==> config.mk <==
export PLATFORM = sky130hd
export DESIGN_NAME = dso_trig_capture
export DESIGN_NICKNAME = d
export VERILOG_FILES = /design/src/rtl/dso_trig_capture.sv
export SDC_FILE = /design/constraint.sdc
export NUM_CORES = 1
export LEC_CHECK = 0
export CAP_MARGIN = 20
export CORE_MARGIN = 4
export CORE_UTILIZATION = 38
export CTS_CLUSTER_DIAMETER = 40
export CTS_CLUSTER_SIZE = 14
export DETAILED_ROUTE_END_ITERATION = 10
export GPL_ROUTABILITY_DRIVEN = 0
export GPL_TIMING_DRIVEN = 0
export RECOVER_POWER = 50
export SLEW_MARGIN = 20
export SYNTH_ARGS = -nofsm -noshare
export SYNTH_HDL_FRONTEND = slang
export SYNTH_SLANG_ARGS = --single-unit
==> constraint.sdc <==
create_clock -name clk_in -period 2.7 [get_ports clk_in]
set_input_delay 0.675 -clock clk_in [delete_from_list [all_inputs] [get_ports clk_in]]
set_output_delay 0.675 -clock clk_in [all_outputs]
set_load 0.02 [all_outputs]
==> src/rtl/dso_trig_capture.sv <==
// Hysteresis level trigger with selectable edge, feeding a circular-buffer sample RAM write port.
// Define DSO_AUTO_TRIG_EN to force a trigger after AUTO_TIMEOUT samples spent waiting.
module dso_trig_capture #(
  parameter int RAM_DEEP     = 1024,
  parameter int INPUT_WIDTH  = 12,
  parameter int HYST         = 20,
  parameter int AUTO_TIMEOUT = 65535,
  parameter int AW           = $clog2(RAM_DEEP)
) (
  input  logic                   clk_in,
  input  logic                   rst_n,
  input  logic                   sample_en,
  input  logic [INPUT_WIDTH-1:0] wave_in,
  input  logic [INPUT_WIDTH-1:0] trig_value,
  input  logic                   trig_edge,
  input  logic [AW-1:0]          pre_len,
  input  logic                   arm,
  output logic                   wr_en,
  output logic [AW-1:0]          wr_addr,
  output logic [INPUT_WIDTH-1:0] wr_data,
  output logic [AW-1:0]          trig_addr,
  output logic [AW-1:0]          start_addr,
  output logic                   busy,
  output logic                   done,
  output logic                   auto_trig
);

  localparam int CW = INPUT_WIDTH + 1;
  localparam logic [CW-1:0] MAX_V = {1'b0, {INPUT_WIDTH{1'b1}}};

  if (((RAM_DEEP & (RAM_DEEP - 1)) != 0) || (AUTO_TIMEOUT < 1)) begin : g_bad_param
    $error("dso_trig_capture: RAM_DEEP must be a power of two and AUTO_TIMEOUT >= 1");
  end

  typedef enum logic [2:0] {S_IDLE, S_PRE, S_WAIT, S_POST, S_DONE} state_t;

  state_t                 state_q, state_d;
  logic                   cmp_q, cmp_d;
  logic [AW-1:0]          ptr_q, ptr_d;
  logic [AW-1:0]          pre_len_q, pre_len_d;
  logic [AW-1:0]          pre_cnt_q, pre_cnt_d;
  logic [AW:0]            post_cnt_q, post_cnt_d;
  logic [AW-1:0]          trig_addr_q, trig_addr_d;
  logic [AW-1:0]          start_addr_q, start_addr_d;
  logic                   wr_en_q, wr_en_d;
  logic [AW-1:0]          wr_addr_q, wr_addr_d;
  logic [INPUT_WIDTH-1:0] wr_data_q, wr_data_d;

  logic [CW-1:0] trig_ext, wave_ext, th_sum, th_hi, th_lo;
  logic          edge_evt;
  logic          active;
  logic          write_now;
  logic          trig_now;
  logic [AW:0]   post_target;
  logic [AW-1:0] pre_len_clamp;

`ifdef DSO_AUTO_TRIG_EN
  localparam int ACW = $clog2(AUTO_TIMEOUT + 1);
  logic [ACW-1:0] auto_cnt_q, auto_cnt_d;
  logic           auto_trig_q, auto_trig_d;
`endif

  // Thresholds carry one extra bit so the high side can saturate instead of wrapping.
  always_comb begin
    trig_ext = {1'b0, trig_value};
    wave_ext = {1'b0, wave_in};
    th_sum   = trig_ext + CW'(HYST);
    th_hi    = (th_sum > MAX_V) ? MAX_V : th_sum;
    th_lo    = (trig_ext >= CW'(HYST)) ? (trig_ext - CW'(HYST)) : '0;
  end

  always_comb begin
    cmp_d = cmp_q;
    if (sample_en) begin
      if (wave_ext > th_hi) begin
        cmp_d = 1'b1;
      end else if (wave_ext < th_lo) begin
        cmp_d = 1'b0;
      end
    end
  end

  assign edge_evt = sample_en & (trig_edge ? (cmp_q & ~cmp_d) : (~cmp_q & cmp_d));

  assign active        = (state_q == S_PRE) || (state_q == S_WAIT) || (state_q == S_POST);
  assign write_now     = sample_en & active & ~arm;
  assign post_target   = (AW + 1)'(RAM_DEEP) - {1'b0, pre_len_q};
  assign pre_len_clamp = (32'(pre_len) > (RAM_DEEP - 1)) ? AW'(RAM_DEEP - 1) : pre_len;

  always_comb begin
    state_d      = state_q;
    ptr_d        = ptr_q;
    pre_len_d    = pre_len_q;
    pre_cnt_d    = pre_cnt_q;
    post_cnt_d   = post_cnt_q;
    trig_addr_d  = trig_addr_q;
    start_addr_d = start_addr_q;
    wr_en_d      = 1'b0;
    wr_addr_d    = wr_addr_q;
    wr_data_d    = wr_data_q;
    trig_now     = 1'b0;
`ifdef DSO_AUTO_TRIG_EN
    auto_cnt_d   = auto_cnt_q;
    auto_trig_d  = auto_trig_q;
`endif

    // arm outranks any trigger or count completion seen in the same cycle
    if (arm) begin
      pre_len_d  = pre_len_clamp;
      pre_cnt_d  = '0;
      post_cnt_d = '0;
      state_d    = (pre_len_clamp == '0) ? S_WAIT : S_PRE;
`ifdef DSO_AUTO_TRIG_EN
      auto_cnt_d  = '0;
      auto_trig_d = 1'b0;
`endif
    end else begin
      case (state_q)
        S_PRE: begin
          if (sample_en) begin
            pre_cnt_d = pre_cnt_q + AW'(1);
            if (pre_cnt_d == pre_len_q) begin
              state_d = S_WAIT;
            end
          end
        end
        S_WAIT: begin
          if (sample_en) begin
            trig_now = edge_evt;
`ifdef DSO_AUTO_TRIG_EN
            if (!edge_evt) begin
              if ((auto_cnt_q + ACW'(1)) == ACW'(AUTO_TIMEOUT)) begin
                trig_now    = 1'b1;
                auto_trig_d = 1'b1;
              end else begin
                auto_cnt_d = auto_cnt_q + ACW'(1);
              end
            end
`endif
            if (trig_now) begin
              trig_addr_d  = ptr_q;
              start_addr_d = ptr_q - pre_len_q;
              post_cnt_d   = (AW + 1)'(1);
              // The trigger sample alone can complete the record when pre_len_q is maximal.
              state_d      = (post_target == (AW + 1)'(1)) ? S_DONE : S_POST;
            end
          end
        end
        S_POST: begin
          if (sample_en) begin
            post_cnt_d = post_cnt_q + (AW + 1)'(1);
            if (post_cnt_d == post_target) begin
              state_d = S_DONE;
            end
          end
        end
        default: ;
      endcase
    end

    if (write_now) begin
      wr_en_d   = 1'b1;
      wr_addr_d = ptr_q;
      wr_data_d = wave_in;
      ptr_d     = ptr_q + AW'(1);
    end
  end

  always_ff @(posedge clk_in or negedge rst_n) begin
    if (!rst_n) begin
      state_q      <= S_IDLE;
      cmp_q        <= 1'b0;
      ptr_q        <= '0;
      pre_len_q    <= '0;
      pre_cnt_q    <= '0;
      post_cnt_q   <= '0;
      trig_addr_q  <= '0;
      start_addr_q <= '0;
      wr_en_q      <= 1'b0;
      wr_addr_q    <= '0;
      wr_data_q    <= '0;
    end else begin
      state_q      <= state_d;
      cmp_q        <= cmp_d;
      ptr_q        <= ptr_d;
      pre_len_q    <= pre_len_d;
      pre_cnt_q    <= pre_cnt_d;
      post_cnt_q   <= post_cnt_d;
      trig_addr_q  <= trig_addr_d;
      start_addr_q <= start_addr_d;
      wr_en_q      <= wr_en_d;
      wr_addr_q    <= wr_addr_d;
      wr_data_q    <= wr_data_d;
    end
  end

`ifdef DSO_AUTO_TRIG_EN
  always_ff @(posedge clk_in or negedge rst_n) begin
    if (!rst_n) begin
      auto_cnt_q  <= '0;
      auto_trig_q <= 1'b0;
    end else begin
      auto_cnt_q  <= auto_cnt_d;
      auto_trig_q <= auto_trig_d;
    end
  end

  assign auto_trig = auto_trig_q;
`else
  assign auto_trig = 1'b0;
`endif

  assign wr_en      = wr_en_q;
  assign wr_addr    = wr_addr_q;
  assign wr_data    = wr_data_q;
  assign trig_addr  = trig_addr_q;
  assign start_addr = start_addr_q;
  assign busy       = active;
  assign done       = (state_q == S_DONE);

endmodule

==> flow_metrics.env, run 1 <==
export IMPL_status="complete, but fails checks"
export IMPL_violations="negative setup slack"
export IMPL_h_tree_depth=3
export IMPL_track_usage_pct=18.09
export IMPL_start_util_pct=38.86
export IMPL_slew_limit_headroom_pct=23.22
export IMPL_numCtsBuffers=9
export IMPL_final_cell_area_um2=7913
export IMPL_utilization_pct=52.05
export IMPL_mostFrequentLayoutCell="dfrtp_1"
export IMPL_detail_route_iter0_violations=259
export IMPL_synthCells=631
export IMPL_grt_max_degree=46
export IMPL_ys_seq_area_share_pct=37.27
export IMPL_p_leak_nw=3.379
export IMPL_pre_cts_ws_ps=-2682
export IMPL_grt_busiest_layer="met2"
export IMPL_core_area_um2=15200
export IMPL_ys_types=73
export IMPL_clock_sinks=88
export IMPL_ir_worst_vdd_mv=0.3727
export IMPL_synth_flop_cell="dfrtp_1"
export IMPL_setup_ws_ps=-1334
export IMPL_port_buffers=77
export IMPL_antenna_cells=0
export IMPL_max_stage_delay_ps=310
export IMPL_cp_slowest_cell="mux2_2"
export IMPL_tritoncts="built"
export IMPL_use_met1_pct=25.32
export IMPL_power_share_switching_pct=37.79
export IMPL_wirelength_um=16050
export IMPL_clkPwrFrac_pct=23.2
export IMPL_synth_nets=712
export IMPL_num_rows=45
export IMPL_synth_edf_count=0
export IMPL_critPathArrivalTime_ps=4280
export IMPL_dp_hpwl_um=11650
export IMPL_met2_usage_pct=28.25
export IMPL_n_fill_cell=1401
export IMPL_min_period_ps=4034
export IMPL_drc=0
export IMPL_setup_viol=35
export IMPL_ios=85
export IMPL_multiInputGateArea_um2=3862
export IMPL_reg2reg_slack_ps=30
export IMPL_final_cell_mix="dfrtp_1, clkdlybuf4s50_1, nand2_1"
export IMPL_dieHeight_um=132.7
export IMPL_layout_nets=828
export IMPL_design_die_area_um2=17610
export IMPL_met3_usage_pct=3.726
export IMPL_maxCapViolCount=0
export IMPL_dr_total_vias=5150
export IMPL_postRouteAntennaNets=0
export IMPL_clockRootBuffer="clkbuf_16"
export IMPL_crit_buf_inv=4
export IMPL_endpoint_kind="flip-flop"
export IMPL_comb_power_share_pct=43.4
export IMPL_start_kind="primary input"
export IMPL_post_route_period_util_pct=149.4
export IMPL_cp_top_family="compound AO/OA/AOI/OAI gates"
export IMPL_synthesis_area_um2=5908
export IMPL_worst_slew_pin_slew_ps=1152
export IMPL_slew_violations=0
export IMPL_dr_pass1_iters=5
export IMPL_cp_data_required_time_ps=2940
export IMPL_power_switching_w=0.002155
export IMPL_antenna_found_initial=0
export IMPL_rsz0062_at_grt="yes"
export IMPL_drive_above_1_share_pct=22.21
export IMPL_path_max_fanout=5
export IMPL_syn2layout_area_growth_pct=33.93
export IMPL_ys_warn_count=0
export IMPL_avgSynthCellArea_um2=9.363
export IMPL_die_x_um=132.7
export IMPL_vias_per_cell=5.479
export IMPL_clkTransAtPathRegs_ps=70
export IMPL_fin_skew_ps=6.712
export IMPL_ys_seq_elements=88
export IMPL_worst_skew_pair_late_latency_ps=350
export IMPL_ff_latch_area_um2=2202
export IMPL_grt_pass1_wl_um=26040
export IMPL_cts_hold_buf=0
export IMPL_clk_path_buf_depth=2
export IMPL_finalHoldViolCount=0
export IMPL_grt_pass1_vias=5160
export IMPL_powerDensity_nw_per_um2=720.6
export IMPL_grt_ovfl_total=0
export IMPL_fmax_mhz=247.9
export IMPL_crit_type="primary input to flip-flop"
export IMPL_place_area_um2=6972
export IMPL_wire_per_inst_um=17.07
export IMPL_p_seq_share_pct=33.4
export IMPL_path_cells="buf_12, ha_4, o211ai_1, nand3b_1, o22ai_1, a32oi_1, nor4_2, a32oi_1, a21oi_2, buf_6, nor2_4, ha_4, nand3b_1, a21o_1, a21oi_2, o211ai_1, buf_4, o2111a_2, o21ai_4, buf_4, mux2_2"
export IMPL_internal_power_w=0.003547
export IMPL_hold_path_class="flip-flop to flip-flop"
export IMPL_synth_async_sr_flop_share_pct=100.0
[kinds of logic after synthesis]
family | after synthesis | share of synthesized area [%]
buffers and inverters | 52 | 3.918
other | 1 | 0.06347
adders and majority gates | 42 | 9.022
and+or+nand+nor | 216 | 18.49
AOI/OAI and AO/OA | 127 | 14.19
muxes | 36 | 6.819
DFF | 88 | 37.27
xor gates and xnor gates | 69 | 10.23
[timing repair]
item,4_1_cts,5_1_grt
gates resized for setup,79,43
cloned,1,2
setup endpoints to repair,51,54
pin swaps,28,15
buffers inserted,20,5
[power groups by stage]
stage	Sequential (W)	Combinational [W]	Clock (W)
2_1_floorplan	0.00213	0.00111	0
3_3_place_gp	0.00191	0.00219	0
3_5_place_dp	0.00192	0.00223	0
4_1_cts	0.00190	0.00236	0.00136
5_1_grt	0.00195	0.00267	0.00141
6_report	0.00191	0.00247	0.00132
[worst register-to-register path, cell delays in order (launching register included)]
cell and delay, ps:
dfrtp_1 430, ha_1 320, nand3_2 160, nor3_1 400, a221o_1 240, o2111ai_1 110, o31ai_2 360, o21ai_2 190
nor4_2 240, a22o_1 160
[state kept, by name, indices dropped and copies added (netlist names)]
signal,count
ptr_q,10
pre_len_q,10
pre_cnt_q,10
trig_addr,10
cmp_q,1
start_addr,10
wr_addr,10
post_cnt_q,11
wr_data,12
wr_en,1
state_q,3
[worst paths after layout]
kind | startpoint | to | cells after the start
min in group asynchronous | rst_n | post_cnt_q[8] | 1
worst min register to register | start_addr[2] | start_addr[2] | 2
worst min-delay path | start_addr[2] | start_addr[2] | 2
max in group asynchronous | rst_n | start_addr[0] | 2
worst max register to register | pre_cnt_q[0] | state_q[2] | 9
worst max-delay path | trig_value[3] | trig_addr[9] | 21
[synth_stat cells (7+ instances only)]
library cell,instances,share of area (%)
dfrtp_1,88,37
o31ai_1,12,1.5
a21oi_1,26,2.2
nor2_1,41,2.6
ha_1,41,8.7
a21o_1,10,1.3
nor4_1,7,0.74
buf_2,10,0.85
mux2_2,32,6.1
xor2_1,20,3.0
clkbuf_1,12,0.76
nand3_1,19,1.6
xnor2_1,49,7.3
o21ai_0,36,3.0
nor3_1,17,1.4
nand2_1,70,4.4
nand4_1,17,1.8
inv_1,21,1.3
[layer usage]
layer  vias to the layer above  share of wire, %
li1                       2485                 -
met1                      2487                47
met2                       151                46
met3                        27               5.1
met4                         0               1.6
met5                         -                 0
[final cells by class]
type / instances / area share (%)
multi-input combinational: 491 / 48.81
buffer: 29 / 2.324
tap: 188 / 2.973
clock buffer: 9 / 2.846
sequential: 88 / 27.83
timing repair buffer: 106 / 13.11
clock inverter: 7 / 1.059
inverter: 22 / 1.044
[metrics by stage]
step	hold WS (ps)	std cells	setup TNS (ps)	total power, W
after floorplan	379.4	631	-44950	0.003237
after global placement	468.7	896	-298300	0.004098
after detailed placement	478.0	897	-99240	0.004144
after CTS	358.3	934	-41190	0.005622
after global routing	531.3	940	-53620	0.006040
final	486.8	940	-43810	0.005702
Note: power is estimated with default switching activity, not from simulation.
==> run 2, diff against run 1 <==
MAX_ROUTING_LAYER = met4   (was default)
==> run 2 against run 1 <==
The run still ends with negative setup slack left. Combinational power about the same. Routed wire length grew 0.53%. Clock skew hardly changed. Global-route usage rose by 0.54 points. First-iteration DRC count down 2.7%. Final cell count is the same. Largest cell class unchanged.
==> flow_metrics.env, run 2 (synthesis gave the netlist of run 1 again) <==
export IMPL_status="complete, but fails checks"
export IMPL_violations="negative setup slack"
export IMPL_hold_path_class="flip-flop to flip-flop"
export IMPL_wirelength_um=16130
export IMPL_vias_per_cell=5.487
export IMPL_grt_pass1_wl_um=26050
export IMPL_path_cells="buf_12, ha_4, o211ai_1, nand3b_1, o22ai_1, a32oi_1, nor4_2, a32oi_1, a21oi_2, buf_6, nor2_4, ha_4, a21o_1, a21oi_2, nand3_1, o211ai_1, buf_4, o2111a_2, o21ai_4, buf_12, mux2_4"
export IMPL_path_max_fanout=5
export IMPL_powerDensity_nw_per_um2=718.8
export IMPL_design_die_area_um2=17610
export IMPL_numCtsBuffers=9
export IMPL_final_cell_mix="dfrtp_1, clkdlybuf4s50_1, nand2_1"
export IMPL_rsz0062_at_grt="yes"
export IMPL_ios=85
export IMPL_final_cell_area_um2=7968
export IMPL_tns_ps=-45880
export IMPL_grt_ovfl_total=0
export IMPL_dr_pass1_iters=5
export IMPL_fmax_mhz=244.6
export IMPL_crit_type="primary input to flip-flop"
export IMPL_setup_viol=35
export IMPL_cts_hold_buf=0
export IMPL_num_rows=45
export IMPL_dr_total_vias=5158
export IMPL_clockRootBuffer="clkbuf_16"
export IMPL_clk_path_buf_depth=2
export IMPL_p_seq_share_pct=33.3
export IMPL_track_usage_pct=18.63
export IMPL_dieHeight_um=132.7
export IMPL_syn2layout_area_growth_pct=34.86
export IMPL_power_share_switching_pct=37.94
export IMPL_clkTransAtPathRegs_ps=70
export IMPL_layout_cells_non_filler=940
export IMPL_dp_hpwl_um=11650
export IMPL_pre_cts_ws_ps=-2682
export IMPL_start_kind="primary input"
export IMPL_slew_limit_headroom_pct=23.44
export IMPL_core_area_um2=15200
export IMPL_drc=0
export IMPL_die_x_um=132.7
export IMPL_utilization_pct=52.41
export IMPL_maxCapViolCount=0
export IMPL_tritoncts="built"
export IMPL_setup_ws_ps=-1389
export IMPL_cp_data_required_time_ps=2940
export IMPL_finalHoldViolCount=0
export IMPL_grt_pass1_vias=5161
export IMPL_detail_route_iter0_violations=252
export IMPL_start_util_pct=38.86
export IMPL_fin_skew_ps=6.369
export IMPL_crit_buf_inv=4
export IMPL_postRouteAntennaNets=0
export IMPL_p_leak_nw=3.387
export IMPL_max_stage_delay_ps=300
export IMPL_h_tree_depth=3
export IMPL_n_fill_cell=1391
export IMPL_layout_nets=828
export IMPL_antenna_cells=0
export IMPL_placedCellCount=897
export IMPL_comb_power_share_pct=43.5
export IMPL_wire_per_inst_um=17.16
export IMPL_mostFrequentLayoutCell="dfrtp_1"
export IMPL_endpoint_kind="flip-flop"
export IMPL_clock_sinks=88
export IMPL_worst_skew_pair_late_latency_ps=350
export IMPL_port_buffers=77
export IMPL_cp_top_family="compound AO/OA/AOI/OAI gates"
export IMPL_worst_slew_pin_slew_ps=1148
export IMPL_min_period_ps=4089
export IMPL_largest_register_ffs=12
export IMPL_slew_violations=0
export IMPL_post_route_period_util_pct=151.4
export IMPL_internal_power_w=0.003554
export IMPL_power_switching_w=0.002173
export IMPL_clkPwrFrac_pct=23.1
export IMPL_place_area_um2=6972
export IMPL_ir_worst_vdd_mv=0.3742
export IMPL_cp_slowest_cell="o2111a_2"
export IMPL_grt_max_degree=46
export IMPL_drive_above_1_share_pct=23.40
export IMPL_critPathArrivalTime_ps=4330
export IMPL_antenna_found_initial=0
==> run 2: cell count changes in the layout (fill, tap and decap cells not counted), sizes merged <==
cell and change:
buf +1, clkbuf -1, dlygate4sd3 -1, clkdlybuf4s50 +2, dlymetal6s2s -1
==> run 2: power groups by stage <==
| stage | Clock (W) | Sequential (W) | Combinational, W |
|---|---|---|---|
| after floorplan | 0 | 0.00213 | 0.00111 |
| after global placement | 0 | 0.00191 | 0.00219 |
| after detailed placement | 0 | 0.00192 | 0.00223 |
| after CTS | 0.00136 | 0.00190 | 0.00236 |
| after global routing | 0.00141 | 0.00195 | 0.00269 |
| final | 0.00132 | 0.00191 | 0.00249 |
==> run 2: routing by layer <==
layer  global-route usage, %  share of wire, %  vias to the layer above
met5                       -                 0                        -
met4                   5.600               1.6                        0
met3                   3.004               4.2                       22
met2                   28.19                46                      141
met1                   25.82                48                     2507
li1                        -                 -                     2488
==> run 2: worst paths after layout <==
kind                                     from             to  slack [ps]  cells past startpoint
worst max register to register   pre_cnt_q[0]     state_q[2]          30                      9
worst max-delay path            trig_value[3]   trig_addr[4]       -1390                     21
worst min register to register  start_addr[1]  start_addr[1]         500                      2
min in group asynchronous               rst_n  post_cnt_q[9]         540                      1
max in group asynchronous               rst_n       ptr_q[0]         490                      2
worst min-delay path            start_addr[1]  start_addr[1]         500                      2
==> run 2: through the flow <==
step | hold slack [ps] | power, W
after detailed placement | 478.0 | 0.004144
after global placement | 468.7 | 0.004098
after global routing | 531.1 | 0.006058
after floorplan | 379.4 | 0.003237
final | 503.6 | 0.005727
after CTS | 358.3 | 0.005622
==> run 2: repair_timing <==
action / 4_1_cts / 5_1_grt
pin swaps: 28 / 14
resized for setup: 79 / 53
setup buffers: 20 / 5
setup endpoints to repair: 51 / 54
cloned: 1 / 2
==> run 2: worst register-to-register path: cells and delay by family (launching register included) <==
kind	cells	cell delay, ps
DFF	1	430
and+or+nand+nor	3	800
adders and majority gates	1	320
AOI/OAI and AO/OA	5	1050
==> run 2: area by class of cell <==
type,instances,area [um^2],area share [%]
multi-input cells,491,3919,49.18
flip-flops and latches,88,2202,27.64
repair buffers,106,1035,12.99
well taps,188,235.2,2.952
clock buffers,9,225.2,2.827
plain buffers,29,185.2,2.324
clock inverters,7,83.83,1.052
inverters,22,82.58,1.036
==> run 3, diff against run 2 <==
--- a/config.mk
+++ b/config.mk
@@ -16,5 +16,5 @@
 export MAX_ROUTING_LAYER = met4
 export RECOVER_POWER = 50
-export SLEW_MARGIN = 20
+export SKIP_LAST_GASP = 1
 export SYNTH_ARGS = -nofsm -noshare
 export SYNTH_HDL_FRONTEND = slang
==> constraint.sdc (replaced) <==
create_clock -name clk_in -period 2.7 [get_ports clk_in]
set_input_delay 0.675 -clock clk_in [delete_from_list [all_inputs] [get_ports clk_in]]
set_output_delay 0.675 -clock clk_in [all_outputs]
set_load 0.05 [all_outputs]
==> run 3 against run 2 <==
The flow still finishes with violations (negative setup slack). Via count fell by 0.17%. Sequential power barely moved. Final cell count rose by 0.21%. Highest routed layer unchanged. Hold slack got worse by 43 ps. Design area fell by 2.9%. Worst setup slack improved by 1.1 ps. Count of clock-buffer cells in the layout rose by 1. Clock skew barely moved. Register-to-register slack got worse by 40 ps. Die area did not move. Sequential cell count did not move.
==> flow_metrics.env, run 3 (synthesis gave the netlist of run 1 again) <==
export IMPL_crit_type="primary input to flip-flop"
export IMPL_start_kind="primary input"
export IMPL_port_buffers=77
export IMPL_tritoncts="built"
export IMPL_cp_slowest_cell="clkdlybuf4s50_1"
export IMPL_numCtsBuffers=9
export IMPL_finalPower_w=0.006149
export IMPL_hold_path_class="primary input to async pin"
export IMPL_ff_latch_area_um2=2202
export IMPL_clock_sinks=88
export IMPL_grt_max_degree=72
export IMPL_critPathArrivalTime_ps=4370
export IMPL_wirelength_um=16140
export IMPL_dieHeight_um=132.7
export IMPL_clk_path_buf_depth=2
export IMPL_largest_register_ffs=12
export IMPL_path_max_fanout=10
export IMPL_setup_viol=35
export IMPL_p_leak_nw=3.319
export IMPL_die_x_um=132.7
export IMPL_clkTransAtPathRegs_ps=60
export IMPL_ir_worst_vdd_mv=0.5797
export IMPL_dr_pass1_iters=5
export IMPL_finalHoldViolCount=0
export IMPL_start_util_pct=38.86
export IMPL_grt_ovfl_total=0
export IMPL_min_period_ps=4087
export IMPL_track_usage_pct=18.67
export IMPL_fmax_mhz=244.7
export IMPL_slew_limit_headroom_pct=33.54
export IMPL_status="complete, but fails checks"
export IMPL_antenna_cells=0
export IMPL_grt_pass1_wl_um=26030
export IMPL_num_rows=45
export IMPL_dr_total_vias=5149
export IMPL_worst_skew_pair_late_latency_ps=350
export IMPL_worst_slew_pin_slew_ps=997.0
export IMPL_drive_above_1_share_pct=20.16
export IMPL_final_cell_mix="dfrtp_1, nand2_1, clkdlybuf4s50_1"
export IMPL_setup_ws_ps=-1387
export IMPL_layout_nets=830
export IMPL_core_area_um2=15200
export IMPL_design_die_area_um2=17610
export IMPL_wire_per_inst_um=17.13
export IMPL_ios=85
export IMPL_path_cells="clkdlybuf4s50_1, nand4bb_1, nand4_1, clkbuf_1, nand2_1, ha_1, a211o_1, a21oi_1, nand4_1, a21oi_1, o2111a_2, buf_4, o21ai_2, nor4_2, a22o_1"
export IMPL_rsz0062_at_grt="yes"
export IMPL_syn2layout_area_growth_pct=30.92
export IMPL_post_route_period_util_pct=151.4
export IMPL_n_fill_cell=1423
export IMPL_grt_pass1_vias=5049
export IMPL_h_tree_depth=3
export IMPL_postRouteAntennaNets=0
export IMPL_dp_hpwl_um=11640
export IMPL_detail_route_iter0_violations=314
export IMPL_pre_cts_ws_ps=-2717
export IMPL_slew_violations=0
export IMPL_clockRootBuffer="clkbuf_16"
export IMPL_fin_skew_ps=6.525
export IMPL_vias_per_cell=5.466
export IMPL_violations="negative setup slack"
export IMPL_tns_ps=-45780
export IMPL_antenna_found_initial=0
export IMPL_multiInputGateArea_um2=3709
export IMPL_powerDensity_nw_per_um2=794.9
export IMPL_drc=0
export IMPL_mostFrequentLayoutCell="dfrtp_1"
export IMPL_max_stage_delay_ps=510
export IMPL_endpoint_kind="flip-flop"
export IMPL_maxCapViolCount=0
export IMPL_cp_data_required_time_ps=2980
-- run 3: cell types whose count changed in the layout (fill, tap and decap cells not counted), sizes merged --
cell	change
clkinv	-1
dlygate4sd2	+1
o21bai	+1
clkdlybuf4s50	-1
buf	+2
-- run 3: worst paths after layout --
kind / end / cells after the start / slack (ps) / from
min: post_cnt_q[6] / 1 / 460 / rst_n
max reg2reg: state_q[2] / 9 / -10 / pre_cnt_q[0]
max in group asynchronous: wr_data[11] / 2 / 630 / rst_n
max: state_q[2] / 15 / -1390 / trig_value[1]
min in group clk_in: start_addr[9] / 2 / 500 / start_addr[9]
min reg2reg: start_addr[9] / 2 / 500 / start_addr[9]
-- run 3: what timing repair did --
item / 4_1_cts / 5_1_grt
cloned: 2 / 1
pin swaps: 20 / 11
hold buffers: 0 / 0
setup endpoints to repair: 53 / 52
resized for setup: 57 / 24
buffers inserted: 20 / 6
-- run 3: critical path, delay by kind of cell --
| kind | cells | cell delay [ps] |
|---|---|---|
| compound gates | 6 | 1340 |
| buf+inv | 3 | 1020 |
| simple gates | 5 | 1000 |
| fa+ha+maj | 1 | 310 |
-- run 3: cell type report --
cell class | instances | area share (%)
plain buffers | 30 | 2.459
inverters | 22 | 1.068
clock buffers | 10 | 2.960
flip-flops and latches | 88 | 28.47
clock inverters | 6 | 0.9382
repair buffers | 106 | 13.12
multi-input cells | 492 | 47.95
well taps | 188 | 3.041
-- run 3: metal layers --
| metal | part of all wire, % | global-route usage (%) | wire length [um] |
|---|---|---|---|
| met1 | 48 | 25.68 | 7704 |
| met2 | 46 | 28.30 | 7487 |
| met3 | 4.2 | 2.319 | 677 |
| met4 | 1.7 | 6.986 | 267 |
| met5 | 0 | - | 0 |
-- run 3: power breakdown --
group          internal, W  switching [W]  leakage (nW)  total (W)
clock             0.000733       0.000569         0.150    0.00130
combinational      0.00115        0.00180          2.02    0.00295
sequential         0.00163       0.000264          1.14    0.00190
-- run 3: per-stage QoR --
stage	utilization [%]	hold WS, ps	std cells	cell area, um^2
2_1_floorplan	-	379.4	631	5948
3_3_place_gp	45.74	468.7	896	6954
3_5_place_dp	45.91	481.3	897	6979
4_1_cts	50.04	204.7	935	7607
5_1_grt	50.88	530.3	942	7735
6_report	50.88	460.4	942	7735
